## config.mk

```make
export PLATFORM = sky130hd
export DESIGN_NAME = memory_arbiter_flat
export DESIGN_NICKNAME = d
export VERILOG_FILES = /design/src/rtl/memory_arbiter_pkg.sv /design/src/rtl/memory_arbiter_if.sv /design/src/rtl/memory_arbiter_arb_priority.sv /design/src/rtl/memory_arbiter.sv /design/src/flat_wrapper.sv
export SDC_FILE = /design/constraint.sdc
export NUM_CORES = 1
export LEC_CHECK = 0
export CAP_MARGIN = 40
export CORE_AREA = 2 2 106 108
export CTS_CLUSTER_SIZE = 25
export DETAILED_ROUTE_END_ITERATION = 12
export DIE_AREA = 0 0 108 110
export PLACE_DENSITY_LB_ADDON = 0.05
export SYNTH_ARGS = -nofsm -noshare
export SYNTH_HDL_FRONTEND = slang
export SYNTH_SLANG_ARGS = --single-unit
```

## constraint.sdc

```tcl
create_clock -name clk -period 1.9 [get_ports clk]
set_clock_uncertainty 0.05 [all_clocks]
set_input_delay 0.38 -clock clk [delete_from_list [all_inputs] [get_ports clk]]
set_output_delay 0.38 -clock clk [all_outputs]
set_load 0.01 [all_outputs]
```

## src/rtl/memory_arbiter_pkg.sv

```systemverilog
// Shared types and constants for the instruction/data memory arbiter.
package mem_arb_pkg;

    localparam int BURST_CNT_W = 4;

    typedef enum logic [1:0] {
        IDLE,
        GRANT_I,
        GRANT_D
    } arb_state_e;

    function automatic logic [BURST_CNT_W-1:0] burst_inc(
        input logic [BURST_CNT_W-1:0] cnt,
        input logic [BURST_CNT_W-1:0] max_cnt
    );
        return (cnt >= max_cnt) ? max_cnt : cnt + BURST_CNT_W'(1);
    endfunction

endpackage

```

## src/rtl/memory_arbiter_if.sv

```systemverilog
// Bus bundle between fetch stage, memory stage, arbiter and main memory.
interface memory_arbiter_if #(
    parameter int ADDR_W = 32
);
    logic              instr_req;
    logic [ADDR_W-1:0] instr_addr;
    logic              instr_ack;
    logic [31:0]       instr_rdata;

    logic              data_req;
    logic              data_we;
    logic [ADDR_W-1:0] data_addr;
    logic [31:0]       data_wdata;
    logic [3:0]        data_wstrb;
    logic              data_ack;
    logic [31:0]       data_rdata;

    logic              mem_req;
    logic              mem_we;
    logic [ADDR_W-1:0] mem_addr;
    logic [31:0]       mem_wdata;
    logic [3:0]        mem_wstrb;
    logic              mem_ack;
    logic [31:0]       mem_rdata;

    logic              busy;

    // slave: the arbiter's view; master: pipeline stages plus main memory
    modport slave (
        input  instr_req, instr_addr,
        input  data_req, data_we, data_addr, data_wdata, data_wstrb,
        input  mem_ack, mem_rdata,
        output instr_ack, instr_rdata, data_ack, data_rdata,
        output mem_req, mem_we, mem_addr, mem_wdata, mem_wstrb, busy
    );

    modport master (
        output instr_req, instr_addr,
        output data_req, data_we, data_addr, data_wdata, data_wstrb,
        output mem_ack, mem_rdata,
        input  instr_ack, instr_rdata, data_ack, data_rdata,
        input  mem_req, mem_we, mem_addr, mem_wdata, mem_wstrb, busy
    );

endinterface

```

## src/rtl/memory_arbiter_arb_priority.sv

```systemverilog
// Winner select: data first, unless fetch has waited out a full data burst.
module arb_priority
    import mem_arb_pkg::*;
#(
    parameter int MAX_DATA_BURST = 4
) (
    input  logic                   instr_req,
    input  logic                   data_req,
    input  logic [BURST_CNT_W-1:0] burst_cnt,
    output logic                   grant_i,
    output logic                   grant_d
);

    logic starve;

    always_comb begin
        starve  = instr_req && (burst_cnt == BURST_CNT_W'(MAX_DATA_BURST));
        grant_d = data_req && !starve;
        grant_i = instr_req && !grant_d;
    end

endmodule

```

## src/rtl/memory_arbiter.sv

```systemverilog
// Shares one main-memory port between fetch and data; one transaction in flight.
module memory_arbiter
    import mem_arb_pkg::*;
#(
    parameter int MAX_DATA_BURST = 4,
    parameter int ADDR_W         = 32
) (
    input logic              clk,
    input logic              rst,
    memory_arbiter_if.slave  bus
);

    arb_state_e             state_q;
    arb_state_e             state_d;
    logic [BURST_CNT_W-1:0] burst_cnt;
    logic                   grant_i;
    logic                   grant_d;
    logic [ADDR_W-1:0]      addr_mux;

    arb_priority #(
        .MAX_DATA_BURST(MAX_DATA_BURST)
    ) u_priority (
        .instr_req(bus.instr_req),
        .data_req (bus.data_req),
        .burst_cnt(burst_cnt),
        .grant_i  (grant_i),
        .grant_d  (grant_d)
    );

    always_ff @(posedge clk or posedge rst) begin
        if (rst) begin
            state_q <= IDLE;
        end else begin
            state_q <= state_d;
        end
    end

    always_comb begin
        state_d = state_q;
        case (state_q)
            IDLE: begin
                if (grant_d) begin
                    state_d = GRANT_D;
                end else if (grant_i) begin
                    state_d = GRANT_I;
                end
            end
            GRANT_I, GRANT_D: begin
                if (bus.mem_ack) begin
                    state_d = IDLE;
                end
            end
            default: state_d = IDLE;
        endcase
    end

    always_comb begin
        bus.mem_req   = 1'b0;
        bus.busy      = 1'b0;
        bus.mem_we    = 1'b0;
        addr_mux      = '0;
        bus.mem_wdata = '0;
        bus.mem_wstrb = '0;
        bus.instr_ack = 1'b0;
        bus.data_ack  = 1'b0;
        case (state_q)
            GRANT_I: begin
                bus.mem_req   = 1'b1;
                bus.busy      = 1'b1;
                addr_mux      = bus.instr_addr;
                bus.instr_ack = bus.mem_ack;
            end
            GRANT_D: begin
                bus.mem_req   = 1'b1;
                bus.busy      = 1'b1;
                bus.mem_we    = bus.data_we;
                addr_mux      = bus.data_addr;
                bus.mem_wdata = bus.data_wdata;
                bus.mem_wstrb = bus.data_we ? bus.data_wstrb : 4'h0;
                bus.data_ack  = bus.mem_ack;
            end
            default: ;
        endcase
    end

    assign bus.mem_addr    = addr_mux;
    assign bus.instr_rdata = bus.mem_rdata;
    assign bus.data_rdata  = bus.mem_rdata;

    // Counts data grants completed while fetch is waiting; saturates at the limit.
    always_ff @(posedge clk or posedge rst) begin
        if (rst) begin
            burst_cnt <= '0;
        end else begin
            case (state_q)
                IDLE: begin
                    if (!bus.instr_req) begin
                        burst_cnt <= '0;
                    end
                end
                GRANT_I: begin
                    if (bus.mem_ack) begin
                        burst_cnt <= '0;
                    end
                end
                GRANT_D: begin
                    if (bus.mem_ack && bus.instr_req) begin
                        burst_cnt <= burst_inc(burst_cnt, BURST_CNT_W'(MAX_DATA_BURST));
                    end
                end
                default: burst_cnt <= '0;
            endcase
        end
    end

endmodule
```

## src/flat_wrapper.sv

```systemverilog
// flat-port wrapper written by rule: the top's interface ports become plain ports
module memory_arbiter_flat import mem_arb_pkg::*;
#(
    parameter int MAX_DATA_BURST = 4,
    parameter int ADDR_W         = 32
)
  (clk, rst, bus_instr_req, bus_instr_addr, bus_data_req, bus_data_we, bus_data_addr, bus_data_wdata, bus_data_wstrb, bus_mem_ack, bus_mem_rdata, bus_instr_ack, bus_instr_rdata, bus_data_ack, bus_data_rdata, bus_mem_req, bus_mem_we, bus_mem_addr, bus_mem_wdata, bus_mem_wstrb, bus_busy);
  memory_arbiter_if #(.ADDR_W(ADDR_W)) bus_i ();
  input logic clk;
  input logic rst;
  input wire logic [$bits(bus_i.instr_req)-1:0] bus_instr_req;
  input wire logic [$bits(bus_i.instr_addr)-1:0] bus_instr_addr;
  input wire logic [$bits(bus_i.data_req)-1:0] bus_data_req;
  input wire logic [$bits(bus_i.data_we)-1:0] bus_data_we;
  input wire logic [$bits(bus_i.data_addr)-1:0] bus_data_addr;
  input wire logic [$bits(bus_i.data_wdata)-1:0] bus_data_wdata;
  input wire logic [$bits(bus_i.data_wstrb)-1:0] bus_data_wstrb;
  input wire logic [$bits(bus_i.mem_ack)-1:0] bus_mem_ack;
  input wire logic [$bits(bus_i.mem_rdata)-1:0] bus_mem_rdata;
  output wire logic [$bits(bus_i.instr_ack)-1:0] bus_instr_ack;
  output wire logic [$bits(bus_i.instr_rdata)-1:0] bus_instr_rdata;
  output wire logic [$bits(bus_i.data_ack)-1:0] bus_data_ack;
  output wire logic [$bits(bus_i.data_rdata)-1:0] bus_data_rdata;
  output wire logic [$bits(bus_i.mem_req)-1:0] bus_mem_req;
  output wire logic [$bits(bus_i.mem_we)-1:0] bus_mem_we;
  output wire logic [$bits(bus_i.mem_addr)-1:0] bus_mem_addr;
  output wire logic [$bits(bus_i.mem_wdata)-1:0] bus_mem_wdata;
  output wire logic [$bits(bus_i.mem_wstrb)-1:0] bus_mem_wstrb;
  output wire logic [$bits(bus_i.busy)-1:0] bus_busy;
  assign bus_i.instr_req = bus_instr_req;
  assign bus_i.instr_addr = bus_instr_addr;
  assign bus_i.data_req = bus_data_req;
  assign bus_i.data_we = bus_data_we;
  assign bus_i.data_addr = bus_data_addr;
  assign bus_i.data_wdata = bus_data_wdata;
  assign bus_i.data_wstrb = bus_data_wstrb;
  assign bus_i.mem_ack = bus_mem_ack;
  assign bus_i.mem_rdata = bus_mem_rdata;
  assign bus_instr_ack = bus_i.instr_ack;
  assign bus_instr_rdata = bus_i.instr_rdata;
  assign bus_data_ack = bus_i.data_ack;
  assign bus_data_rdata = bus_i.data_rdata;
  assign bus_mem_req = bus_i.mem_req;
  assign bus_mem_we = bus_i.mem_we;
  assign bus_mem_addr = bus_i.mem_addr;
  assign bus_mem_wdata = bus_i.mem_wdata;
  assign bus_mem_wstrb = bus_i.mem_wstrb;
  assign bus_busy = bus_i.busy;
  memory_arbiter #(.MAX_DATA_BURST(MAX_DATA_BURST), .ADDR_W(ADDR_W)) u_core (.clk(clk), .rst(rst), .bus(bus_i));
endmodule
```

==> results of run 1 <==
-- through the flow --
step           setup WS [ns]  instances
2_1_floorplan          0.192        221
3_3_place_gp          -0.241        472
3_5_place_dp          -0.260        472
4_1_cts               -0.127        488
5_1_grt               -0.175        496
6_report             -0.0740        496
-- synthesized netlist by cell type, drive strengths merged, types with 2 or more instances --
library cell,number
clkbuf,7
and3,4
dfrtp,6
a22oi,32
a211oi,2
nand3,2
buf,73
ha,5
a21oi,2
and2,36
inv,8
nor2b,32
mux2i,2
-- critical path, delay by kind of cell (launching register included) --
| family | cells | cell delay [ns] |
|---|---|---|
| AOI/OAI and AO/OA | 1 | 0.14 |
| adders and majority gates | 1 | 0.18 |
| and+or+nand+nor | 1 | 0.06 |
| buffers and inverters | 4 | 0.54 |
| DFF | 1 | 0.40 |
-- state kept, by name, indices dropped and copies added (netlist names) --
signal,flops
u_core.burst_cnt,4
u_core.state_q,2
-- final cells by class --
class	count	area share [%]
sequential	6	4.06
multi-input combinational	127	31.6
timing repair buffer	212	57.7
tap	140	4.74
inverter	8	0.812
clock buffer	3	1.12
-- layout by cell type (no fill, tap or decap), types with 2 or more instances in the layout --
cell type	synthesis	routed
buf_6	1	42
buf_8	0	2
a21oi_1	2	2
ha_4	0	3
nand3_1	2	2
buf_12	0	7
and2_4	0	31
mux2i_1	2	2
dfrtp_1	6	6
and3_4	0	4
clkbuf_8	0	3
clkbuf_16	0	4
a22oi_1	32	2
inv_2	0	2
inv_1	8	6
nor2b_1	32	32
buf_16	0	2
clkdlybuf4s50_1	0	105
buf_2	7	37
a22oi_2	0	30
ha_1	5	2
and2_1	35	5
buf_4	65	11
-- power by group --
part | leakage (uW) | internal (uW) | switching, uW
logic | 0.00146 | 2590 | 1810
registers | 0.0000804 | 168 | 33.7
clock network | 0.0000216 | 136 | 54.7
total | 0.00156 | 2900 | 1900
-- metal layers --
metal  global-route usage (%)  vias to the layer above  share of wire, %
met5                        0                        -                 0
met4                     4.30                        0               2.4
met3                     4.35                       25                13
met2                     22.7                      131                51
met1                     12.3                      904                34
li1                         -                      944                 -
-- worst max path at each step --
stage	to	startpoint	slack, ns	cells after the start
floorplan	bus_mem_addr[10]	u_core.state_q[0]$_DFFE_PP0P_	0.19	4
global placement	bus_mem_addr[16]	u_core.state_q[0]$_DFFE_PP0P_	-0.24	5
detailed placement	bus_mem_addr[15]	u_core.state_q[0]$_DFFE_PP0P_	-0.26	5
CTS	bus_mem_addr[15]	u_core.state_q[0]$_DFFE_PP0P_	-0.13	6
global route	bus_mem_addr[16]	u_core.state_q[0]$_DFFE_PP0P_	-0.17	7
finish	bus_mem_addr[16]	u_core.state_q[0]$_DFFE_PP0P_	-0.07	7
-- timing repair --
action,in CTS,in global routing
endpoints found under the setup margin,73,72
setup buffers,11,5
pin swaps,17,26
gates resized for setup,343,72
gates cloned,3,4
-- logic make-up (layout without fill, tap and decap cells) --
| family | count (synthesis) | in the layout | synth area share, % |
|---|---|---|---|
| AOI/OAI and AO/OA | 42 | 42 | 19.7 |
| adders and majority gates | 5 | 5 | 3.85 |
| buffers and inverters | 88 | 223 | 36.4 |
| DFF | 6 | 6 | 9.24 |
| muxes | 2 | 2 | 1.23 |
| and+or+nand+nor | 78 | 78 | 29.6 |
==> impl_results.md, run 1 <==
- Antenna Cells: 0
- FFs w/ async S/R, synth: 100%
- Synth Cell Area: ~1600 um2
- Vias in the first global route: about 2100
- Cells on worst reg2reg path: 8
- Max_cap viols: 0
- Pwr dens: between 1000 and 1500 nW/um2
- Clk sinks: 6
- Worst Setup Start Kind: flop
- Hold Path Class: in2async
- FILL cells: between 1000 and 1500
- Post-DP Area: roughly 3200 um2
- Num rows: 38
- Static Leak: ~0.0016 uW
- Critical Path AT: 1.54 ns
- Post-route DRC: 0
- Final nets: around 500
- First-pass DRT Iterations: 4
- Post-synth top flop: dfrtp_1
- Clock tree buffer depth: 2
- CP cell instances: buf_6, ha_4, buf_8, buf_4, a22oi_2, nor2b_1, buf_2
- Layout Area Growth over Synthesis: 128%
- Critical Path Slowest Stage Cell: dfrtp_1
- Routability cong.: about 0.7
- Register area: about 150 um2
- Antenna violations before repair: 0
- Hold-fix buffers, CTS: 0
- Chip height: approximately 110 um
- Data required time of the critical path: between 1 and 1.5 ns
- Post-Syn Nets: between 300 and 400
- Max_slew headroom: between 70 and 80%
- Critical path peak fanout: 8
- Die ar.: 11900 um2
- Finish-stage setup viols: 58
- Final Max Tran Viols: 0
- Die extent in x: approximately 110 um
- Worst hold margin: between 0.3 and 0.4 ns
- Syn avg cell area: around 7.3 um2
- Reg2Reg Capture Point: u_core.burst_cnt[2]$_DFFE_PP0P_
- Post-synthesis sequential area ratio: under 10%
- Slew @ Worst Pin: about 0.32 ns
- Core Area: approximately 11000 um2
- Final Hold Viols: 0
- Worst Path Class, Setup: reg2out
- RSZ-0062 raised after global routing: true
- Global-route wire length before repair: approximately 11000 um
- Slowest stage delay, CP: 0.40 ns
- Clock root buffer: clkbuf_8
- Synth top area cells: buf_4 30%, a22oi_1 15%, and2_1 13%
- Number of synthesized flops with an enable pin: 0
- Area of the multi-input gates: between 1000 and 1500 um2
- Total power draw: about 4800 uW
- Tot GR Track Use: between 10% and 20%
- Skew-Pair Late Insertion Delay: approximately 0.22 ns
- Setup TNS: -1.79 ns
- Largest net degree at the start of global routing: 25
- Endpoint type of the worst setup path: output port
- PortBufs: ~180
- I/O pin total: 275
- Status: complete, but fails checks
- CTS tree: yes
- Non-Filler Cell Area, Final: 3700 um2
- Ys Warns: 0
- Num CTS Buffers: 3
- Vias per cell: approximately 4.0
- DR WL/cell: approximately 16 um
- Worst r2r src: u_core.state_q[1]$_DFFE_PP0P_
- Final period util: 104%
- Worst vdd ir: 0.454 mV
- Proportion of layout cells with a drive suffix above 1: about half
- Clock Pin Slew Worst Setup and Hold Paths: around 0.04 ns
- H-tree depth: 1
- Dominant cell type by area after synthesis: buf_4
- Post-Route Utilization: about a third
- Crit path time final: between 1.5 and 2 ns
- Overflow after GRT: 0
- Synthesized instance count: 221
- Final ANT Viol Nets: 0
- Yosys top cell area share: a little under a third
- Reg-to-reg setup timing slack: -0.06 ns
- Starting Density: between 10% and 20%
- F_max: approximately 500 MHz
- Number of register bits inferred by synthesis: 6
- DR iter-0 viols: 72
- DR vias: between 2000 and 2500
- Synth unique cells: 27
- Violated checks: setup timing
- Routed WL: approximately 8000 um
- DP Wirelength: between 5000 and 6000 um
- Worst setup margin: -0.0740 ns
(Power assumes the default switching activity.)
==> inputs of run 2 (changes only) <==
Clock period 1.9 ns to 1.97 ns, I/O delays scaled along.
==> run 2 against run 1 <==
Register-to-register slack improved by 0.11 ns. Clock power barely moved. Final area fell by 1.9%. Worst hold slack improved by 0.0067 ns. Sequential power fell by 3%. Largest cell class unchanged. Largest power group unchanged. The run still ends with setup timing left. Combinational power fell by 4.5%. Count of clock-buffer cells in the layout did not move. Sequential share of layout area rose by 0.078 points. First-iteration DRC count fell by 31%. Wire length fell by 1.4%. Highest routed layer unchanged.
==> impl_results.md, run 2 (synthesis results as in run 1) <==
- Net Switching: 1830 uW (-3.3%)
- Max reg flops: 4 (unchanged)
- Reg-to-reg setup timing slack: 0.05 ns (+0.11 ns)
- Final Hold Viols: 0 (unchanged)
- Setup TNS: -1.42 ns (+0.367 ns)
- Hold Path Class: in2async
- Register area: 150 um2 (unchanged)
- Worst r2r src: u_core.state_q[1]$_DFFE_PP0P_
- Max_cap viols: 0 (unchanged)
- Num rows: 38 (unchanged)
- Most frequent cells in the layout: 105 x clkdlybuf4s50_1, 45 x buf_2, 32 x a22oi_2, 32 x nor2b_1, 32 x buf_6
- Most flops, register: u_core.burst_cnt
- Worst vdd ir: 0.484 mV (+6.5%)
- FILL cells: 1140 (-1.2%)
- Endpoint type of the worst setup path: output port
- Finish-stage setup viols: 32 (-45%)
- Final period util: 105%
- First-pass DRT Iterations: 4 (unchanged)
- Proportion of layout cells with a drive suffix above 1: 46.9% (-3.7 points)
- Biggest regs: u_core.burst_cnt (4), u_core.state_q (2)
- Sw frac: 40.0% (+0.49 points)
- DR vias: 2010 (+0.30%)
- Most used cell along the critical path: buf_6
- Vias in the first global route: 2006 (-5.2%)
- CTS tree: yes
- Final Max Tran Viols: 0 (unchanged)
- Final nets: 501 (unchanged)
- Clock root buffer: clkbuf_8
- DR iter-0 viols: 50 (-31%)
- Chip height: 110 um (unchanged)
- Antenna violations before repair: 0 (unchanged)
- Worst setup endpoint: bus_mem_addr[23]
- Routed WL: 7790 um (-1.4%)
- Comb pwr share: 91.6% (-0.2 points)
- Final ANT Viol Nets: 0 (unchanged)
- Reg2Reg Capture Point: u_core.burst_cnt[2]$_DFFE_PP0P_
- Num CTS Buffers: 3 (unchanged)
- Layout Area Growth over Synthesis: 123%
- H-tree depth: 1 (unchanged)
- Most common cell after layout, fill and taps aside: clkdlybuf4s50_1
- WP buf/inv: 5 (+1)
- Routability cong.: 0.752 (+5.5%)
- Largest net degree at the start of global routing: 25 (unchanged)
- Worst setup margin: -0.0963 ns (-0.0223 ns)
- Pwr dens: 1260 nW/um2 (-2.6%)
- Die extent in x: 108 um (unchanged)
- I/O pin total: 275 (unchanged)
- Starting Density: 15.2% (unchanged)
- Area of the multi-input gates: 1140 um2 (-2.1%)
- Static Leak: 0.00153 uW (-1.7%)
- Post-route DRC: 0 (unchanged)
- Data required time of the critical path: 1.53 ns (+0.06 ns)
- Clock share of power: 4.1% (about the same)
- Worst Path Class, Setup: reg2out
- Critical path peak fanout: 6 (-2)
- Violated checks: setup timing
- Skew-Pair Late Insertion Delay: 0.22 ns (about the same)
- Slew @ Worst Pin: 0.326 ns (+0.0112 ns)
- Worst Setup Start Kind: flop
- Crit path time final: approximately 2.1 ns
- RSZ-0062 raised after global routing: true
- Clock tree buffer depth: 2 (unchanged)
- CP delay by family, top: buffers and inverters
- Max_slew headroom: 78.2% (-0.75 points)
- Die ar.: 11900 um2 (unchanged)
- Antenna Cells: 0 (unchanged)
- Tot GR Track Use: 11.9% (-0.18 points)
- Clk sinks: 6 (unchanged)
- DR WL/cell: 15.7 um (-1.4%)
- Crit path from: u_core.state_q[1]$_DFFE_PP0P_
- Clock Pin Slew Worst Setup and Hold Paths: 0.04 ns (about the same)
- Global-route wire length before repair: 10900 um (-2.6%)
- PortBufs: 178 (unchanged)
- Core Area: 10700 um2 (unchanged)
- Slowest stage delay, CP: 0.40 ns (about the same)
- CP cell instances: buf_6, ha_4, buf_12, buf_16, buf_6, a22oi_2, nor2b_1, buf_2
- Worst hold margin: 0.343 ns (+0.00671 ns)
- Register share of total power: 4.3% (about the same)
- DP Wirelength: 5820 um (-1.8%)
- F_max: 484 MHz
- Cells on worst reg2reg path: 8 (unchanged)
- Int Power: 2750 uW (-5.3%)
- Critical Path AT: 1.62 ns (+0.08 ns)
- Overflow after GRT: 0 (unchanged)
- Status: complete, but fails checks
- Vias per cell: 4.05 (+0.30%)
- CP Depth: 8 (+1)
- Critical Path Slowest Stage Cell: dfrtp_1
run 2: changes by cell type in the layout (fill, tap and decap cells not counted), moves of 3 or more:
cell / change
buf_4: -3
clkbuf_16: -3
and2_4: -14
clkbuf_2: +3
and2_1: +14
buf_16: +3
buf_2: +8
buf_6: -10
run 2: timing repair:
action / CTS / global route
setup endpoints to repair: 73 / 74
gates cloned: 8 / 1
hold buffers: 0 / 0
buffers inserted: 13 / 5
pin swaps: 11 / 13
gates resized for setup: 359 / 32
run 2: area by class of cell:
cell class                 count  area share, %
clock buffer                   3           1.14
inverter                       8          0.828
multi-input combinational    127           31.5
sequential                     6           4.14
tap                          140           4.83
timing repair buffer         212           57.6
run 2: per-layer routing:
metal	vias up	routed length, um	GRT usage [%]
met1	909	2480	11.9
met4	0	177	4.58
met2	132	4050	22.3
met5	-	0	0
met3	23	1090	4.41
li1	946	-	-
run 2: power groups by stage:
stage	Combinational [uW]	Clock, uW	Sequential (uW)
2_1_floorplan	1660	0	183
3_3_place_gp	3320	0	189
3_5_place_dp	3280	0	190
4_1_cts	4230	193	195
5_1_grt	4530	200	202
6_report	4200	188	195
run 2: worst min path at each step:
stage / startpoint / to / slack, ns / cells past startpoint
after floorplan: rst / u_core.burst_cnt[0]$_DFFE_PP0P_ / 0.13 / 1
after global placement: u_core.burst_cnt[1]$_DFFE_PP0P_ / u_core.burst_cnt[1]$_DFFE_PP0P_ / 0.51 / 2
after detailed placement: u_core.burst_cnt[3]$_DFFE_PP0P_ / u_core.burst_cnt[3]$_DFFE_PP0P_ / 0.51 / 1
after CTS: rst / u_core.burst_cnt[1]$_DFFE_PP0P_ / 0.36 / 2
after global routing: rst / u_core.burst_cnt[1]$_DFFE_PP0P_ / 0.36 / 2
final: rst / u_core.burst_cnt[1]$_DFFE_PP0P_ / 0.34 / 2
run 2: per-stage QoR:
| step | util [%] | area [um2] | setup slack (ns) | std cells | power [uW] |
|---|---|---|---|---|---|
| floorplan | - | 1620 | 0.248 | 221 | 1840 |
| global placement | 29.7 | 3180 | -0.220 | 471 | 3510 |
| detailed placement | 29.7 | 3180 | -0.180 | 471 | 3470 |
| CTS | 33.3 | 3560 | -0.154 | 494 | 4620 |
| global route | 33.9 | 3630 | -0.148 | 496 | 4930 |
| finish | 33.9 | 3630 | -0.0963 | 496 | 4580 |
